File: src/rtl/mod_updown_counter_pkg.sv
// mod_updown_counter_pkg: shared direction and boundary-mode constants
package mod_updown_counter_pkg;
  localparam logic DIR_UP = 1'b1;
  localparam logic DIR_DOWN = 1'b0;
  localparam logic MODE_WRAP = 1'b0;
  localparam logic MODE_SAT = 1'b1;
endpackage

File: src/rtl/mod_updown_counter_step.sv
// mod_step_unit: combinational +/-1 step with modulo wrap or saturation
module mod_step_unit
  import mod_updown_counter_pkg::*;
#(
  parameter int SIZE = 5,
  parameter int MOD = 32
) (
  input  logic [SIZE-1:0] q,
  input  logic            dir,
  input  logic            sat,
  output logic [SIZE-1:0] nxt,
  output logic            bnd
);
  localparam logic [SIZE:0] MOD_W = (SIZE+1)'(MOD);
  localparam logic [SIZE-1:0] LAST = SIZE'(MOD - 1);
  logic [SIZE:0] op;
  logic [SIZE:0] sum;
  // one extra bit: up-step hits MOD exactly at the top, down-step borrows into it at zero
  always_comb begin
    op = (dir == DIR_UP) ? (SIZE+1)'(1) : '1;
    sum = {1'b0, q} + op;
    bnd = (dir == DIR_UP) ? (sum == MOD_W) : sum[SIZE];
    nxt = !bnd ? sum[SIZE-1:0] : (sat == MODE_SAT) ? q : (dir == DIR_UP) ? '0 : LAST;
  end
endmodule

File: src/rtl/mod_updown_counter.sv
// mod_updown_counter: modulo up/down counter with load range check, wrap pulse and sticky error
module mod_updown_counter
  import mod_updown_counter_pkg::*;
#(
  parameter int SIZE = 5,
  parameter int MOD = 32
) (
  input  logic            clk,
  input  logic            rst,
  input  logic            clr,
  input  logic            en,
  input  logic            dir,
  input  logic            sat,
  input  logic            load,
  input  logic [SIZE-1:0] parIn,
  output logic [SIZE-1:0] count,
  output logic            bout_up,
  output logic            bout_down,
  output logic            wrap,
  output logic            err
);
  localparam logic [SIZE:0] LAST_W = (SIZE+1)'(MOD - 1);
  if (MOD < 2 || MOD > (1 << SIZE)) begin : g_bad_mod
    $error("mod_updown_counter: MOD out of range 2..2**SIZE");
  end
  logic [SIZE-1:0] step_nxt;
  logic [SIZE-1:0] count_nxt;
  logic step_bnd;
  logic in_range;
  mod_step_unit #(.SIZE(SIZE), .MOD(MOD)) u_step (
    .q(count),
    .dir(dir),
    .sat(sat),
    .nxt(step_nxt),
    .bnd(step_bnd)
  );
  always_comb begin
    in_range = {1'b0, parIn} <= LAST_W;
    count_nxt = clr ? '0 : load ? (in_range ? parIn : LAST_W[SIZE-1:0]) : en ? step_nxt : count;
  end
  for (genvar i = 0; i < SIZE; i++) begin : g_reg
    always_ff @(posedge clk)
      count[i] <= rst ? 1'b0 : count_nxt[i];
  end
  always_ff @(posedge clk) begin
    if (rst || clr) begin
      wrap <= 1'b0;
      err <= 1'b0;
    end else begin
      wrap <= !load && en && step_bnd;
      err <= err || (load && !in_range);
    end
  end
  assign bout_up = count == LAST_W[SIZE-1:0];
  assign bout_down = count == '0;
endmodule
File: config.mk
export PLATFORM = sky130hd
export DESIGN_NAME = mod_updown_counter
export DESIGN_NICKNAME = d
export VERILOG_FILES = /design/src/rtl/mod_updown_counter_pkg.sv /design/src/rtl/mod_updown_counter_step.sv /design/src/rtl/mod_updown_counter.sv
export SDC_FILE = /design/constraint.sdc
export NUM_CORES = 1
export LEC_CHECK = 0
export CELL_PAD_IN_SITES_DETAIL_PLACEMENT = 1
export CELL_PAD_IN_SITES_GLOBAL_PLACEMENT = 1
export CORE_AREA = 2 2 49 51
export CTS_CLUSTER_SIZE = 12
export DETAILED_ROUTE_END_ITERATION = 12
export DIE_AREA = 0 0 51 53
export PLACE_DENSITY_LB_ADDON = 0.1
export SLEW_MARGIN = 20
export SYNTH_ARGS = -nofsm -noshare
export SYNTH_HDL_FRONTEND = slang
export SYNTH_HIERARCHICAL = 1
export SYNTH_SLANG_ARGS = --single-unit
export TNS_END_PERCENT = 100
File: constraint.sdc
create_clock -name clk -period 3.4 [get_ports clk]
set_input_delay 0.68 -clock clk [delete_from_list [all_inputs] [get_ports clk]]
set_output_delay 0.68 -clock clk [all_outputs]
set_load 0.02 [all_outputs]
==> results.md <==
* Outcome: finished, final reports clean
* Area Overhead vs Synth at 37.7%
* Predominant post-synthesis flop cell: dfxtp_1
* Sequential fraction of the synthesis area at 17.6%
* Yosys synthesis warning count at 6
* Mapped Cells at 77
* Asr flop ratio synth at 0%
* Core area at 0.00215 mm^2
* Detailed Routing Iterations Pass 1 at 2
* Initial Util at 31.9%
* Worst setup EP type: register
* Tot Pwr at 261 uW
* Critical Path AT at 3.24 ns
* Final period util at 91.6%
* Die Y at 53 um
* Global-route wire length before repair at 2.84 mm
* Top Layer Used: met4
* Antenna Nets Post-Route at 0
* Mean post-synth cell area at 8.89 um^2
* Leak Pwr at 0.000423 uW
* Clock skew at 0.00190 ns
* RD Place Congestion at 0.735
* Hold Crit Class: reg2reg
* P_sw at 86.8 uW
* Req. time, crit path at 3.52 ns
* Number of top-level pins at 21
* Cell Int Power at 175 uW
* DRC viols at 0
* H-Tree Level Count at 1
* Post-DP HPWL at 1.37 mm
* RSZ-0062 raised after global routing: no
* Avg WL per Cell at 12.5 um
* DRT met1 WL at 682 um
* Met2 wire len at 854 um
* Post-layout nets at 120
* Sw Share at 33.2%
* Final Core Density at 43.9%
* EDFF count, synth at 0
* FP Rows at 17
* Final min period at 3.11 ns
* Layout cells sized above 1 at 20.0%
* Via count at 637
* Non-filler instance count after layout at 128
* Max Freq at 321 MHz
* Synth Cell Area at 684 um^2
* Clock power frac at 23.9%
* Root buffer cell: clkbuf_4
* Worst Path Max Fanout at 4
* Routed WL at 1.59 mm
* Cts repair resizes at 0
* Syn nets at 95
* Largest net degree at the start of global routing at 12
* Clock-pin slew on the worst setup and hold paths at 0.04 ns
* CTS Buf Count at 3
* Seq cells post-synth at 6
* Final setup viols at 0
* Final TNS setup at 0 ns
* Setup crit start kind: input port
* Most frequent cells in the layout: clkdlybuf4s50_1, nor2_1, inv_1
* Grt total ovfl at 0
* TritonCTS clock tree: done
* P per Cell Area at 277 mW/mm^2
* Die W at 51 um
* Worst vdd ir at 0.163 mV
* Hold buffer count at cts at 0
* Port bufs at 19
* Vias in the first global route at 649
* Overall Global Routing Usage at 13.9%
* Hold WS at 0.720 ns
* Fill cell count at 255
* # Post-CTS Setup Buffers at 0
* Initial antenna violation count at 0
* CTS max path bufs at 2
* Final hold viol count at 0
* Reg power frac at 30.1%
* Total die area at 0.00270 mm^2
* Final Max Slew Viols at 0
* Commonest non-fill, non-tap cell in the layout: clkdlybuf4s50_1
* Clock Latency Late Sink at 0.24 ns
* CTS Sinks at 6
* DRT iter0 DRCs at 1
* Vias per cell at 4.98
* Cell variety after synth at 35
* Antenna Cells at 0
* DR WL met3 at 43 um
* Comb pwr share at 45.9%
* Number of max-cap violations at 0
* Placed cells at 125
* Reg2Reg Setup Slack at 0.76 ns
* Critical path type: in2reg
[layer usage]
layer	GRT usage, %	vias to the layer above
met4	5.41	0
met3	0.847	2
li1	-	320
met5	0	-
met1	15.7	302
met2	26.8	13
[per-stage QoR]
stage / setup slack [ns] / area (um^2)
global placement: 0.0530 / 920
detailed placement: 0.0127 / 920
floorplan: 0.750 / 684
finish: 0.287 / 942
global route: 0.112 / 942
CTS: 0.261 / 942
[final timing paths]
kind	depth (start not counted)	endpoint	start
max	10	count[1]$_SDFFE_PP0P_	dir
min	2	count[3]$_SDFFE_PP0P_	count[3]$_SDFFE_PP0P_
max reg2reg	10	count[1]$_SDFFE_PP0P_	count[1]$_SDFFE_PP0P_
min reg2reg	2	count[3]$_SDFFE_PP0P_	count[3]$_SDFFE_PP0P_
[synthesized netlist by cell type (2+ instances only)]
master,n,share of area (%)
nor2_1,8,4.4
inv_1,7,3.8
dfxtp_1,6,18
nand2b_1,6,5.5
o211a_1,6,8.8
ha_1,5,9.1
a21oi_2,3,3.8
mux2_1,3,4.9
o21ai_0,3,2.2
a2bb2oi_1,2,2.6
mux2_2,2,3.3
nand2_1,2,1.1
nand3_1,2,1.5
[cell type report]
class	instances	area, um^2	area share [%]
multi-input combinational	62	526	55.8
timing repair buffer	22	213	22.6
sequential	6	120	12.7
tap	28	35.0	3.72
inverter	7	26.3	2.79
clock buffer	3	22.5	2.39
[state kept, by name, indices dropped and copies added (netlist names)]
| register | cells |
|---|---|
| wrap | 1 |
| count | 5 |
[worst max-delay path, cell delays in order]
cell and delay [ns]:
clkdlybuf4s50_1 0.55, inv_1 0.13, ha_1 0.33, a211o_1 0.35, a21oi_2 0.22, nor3_4 0.07, a31oi_2 0.28, o221ai_2 0.14
mux2_2 0.27, o211a_1 0.21
[cells by family (layout without fill, tap and decap cells)]
logic type / after synthesis / after routing / synth area share [%]
simple gates: 24 / 24 / 20.1
compound gates: 23 / 23 / 30.9
buf+inv: 9 / 32 / 5.67
fa+ha+maj: 6 / 6 / 12.1
flops: 6 / 6 / 17.6
mux: 5 / 5 / 8.23
xor+xnor: 3 / 3 / 4.94
other cells: 1 / 1 / 0.548
[power by group through the flow]
stage,Combinational [uW],Sequential (uW),Clock [uW]
5_1_grt,133,79.6,69.2
2_1_floorplan,73.2,84.0,0
3_5_place_dp,121,80.4,0
3_3_place_gp,120,80.2,0
4_1_cts,122,79.2,66.8
6_report,120,78.8,62.6
Note: power is estimated with default switching activity, not from simulation.
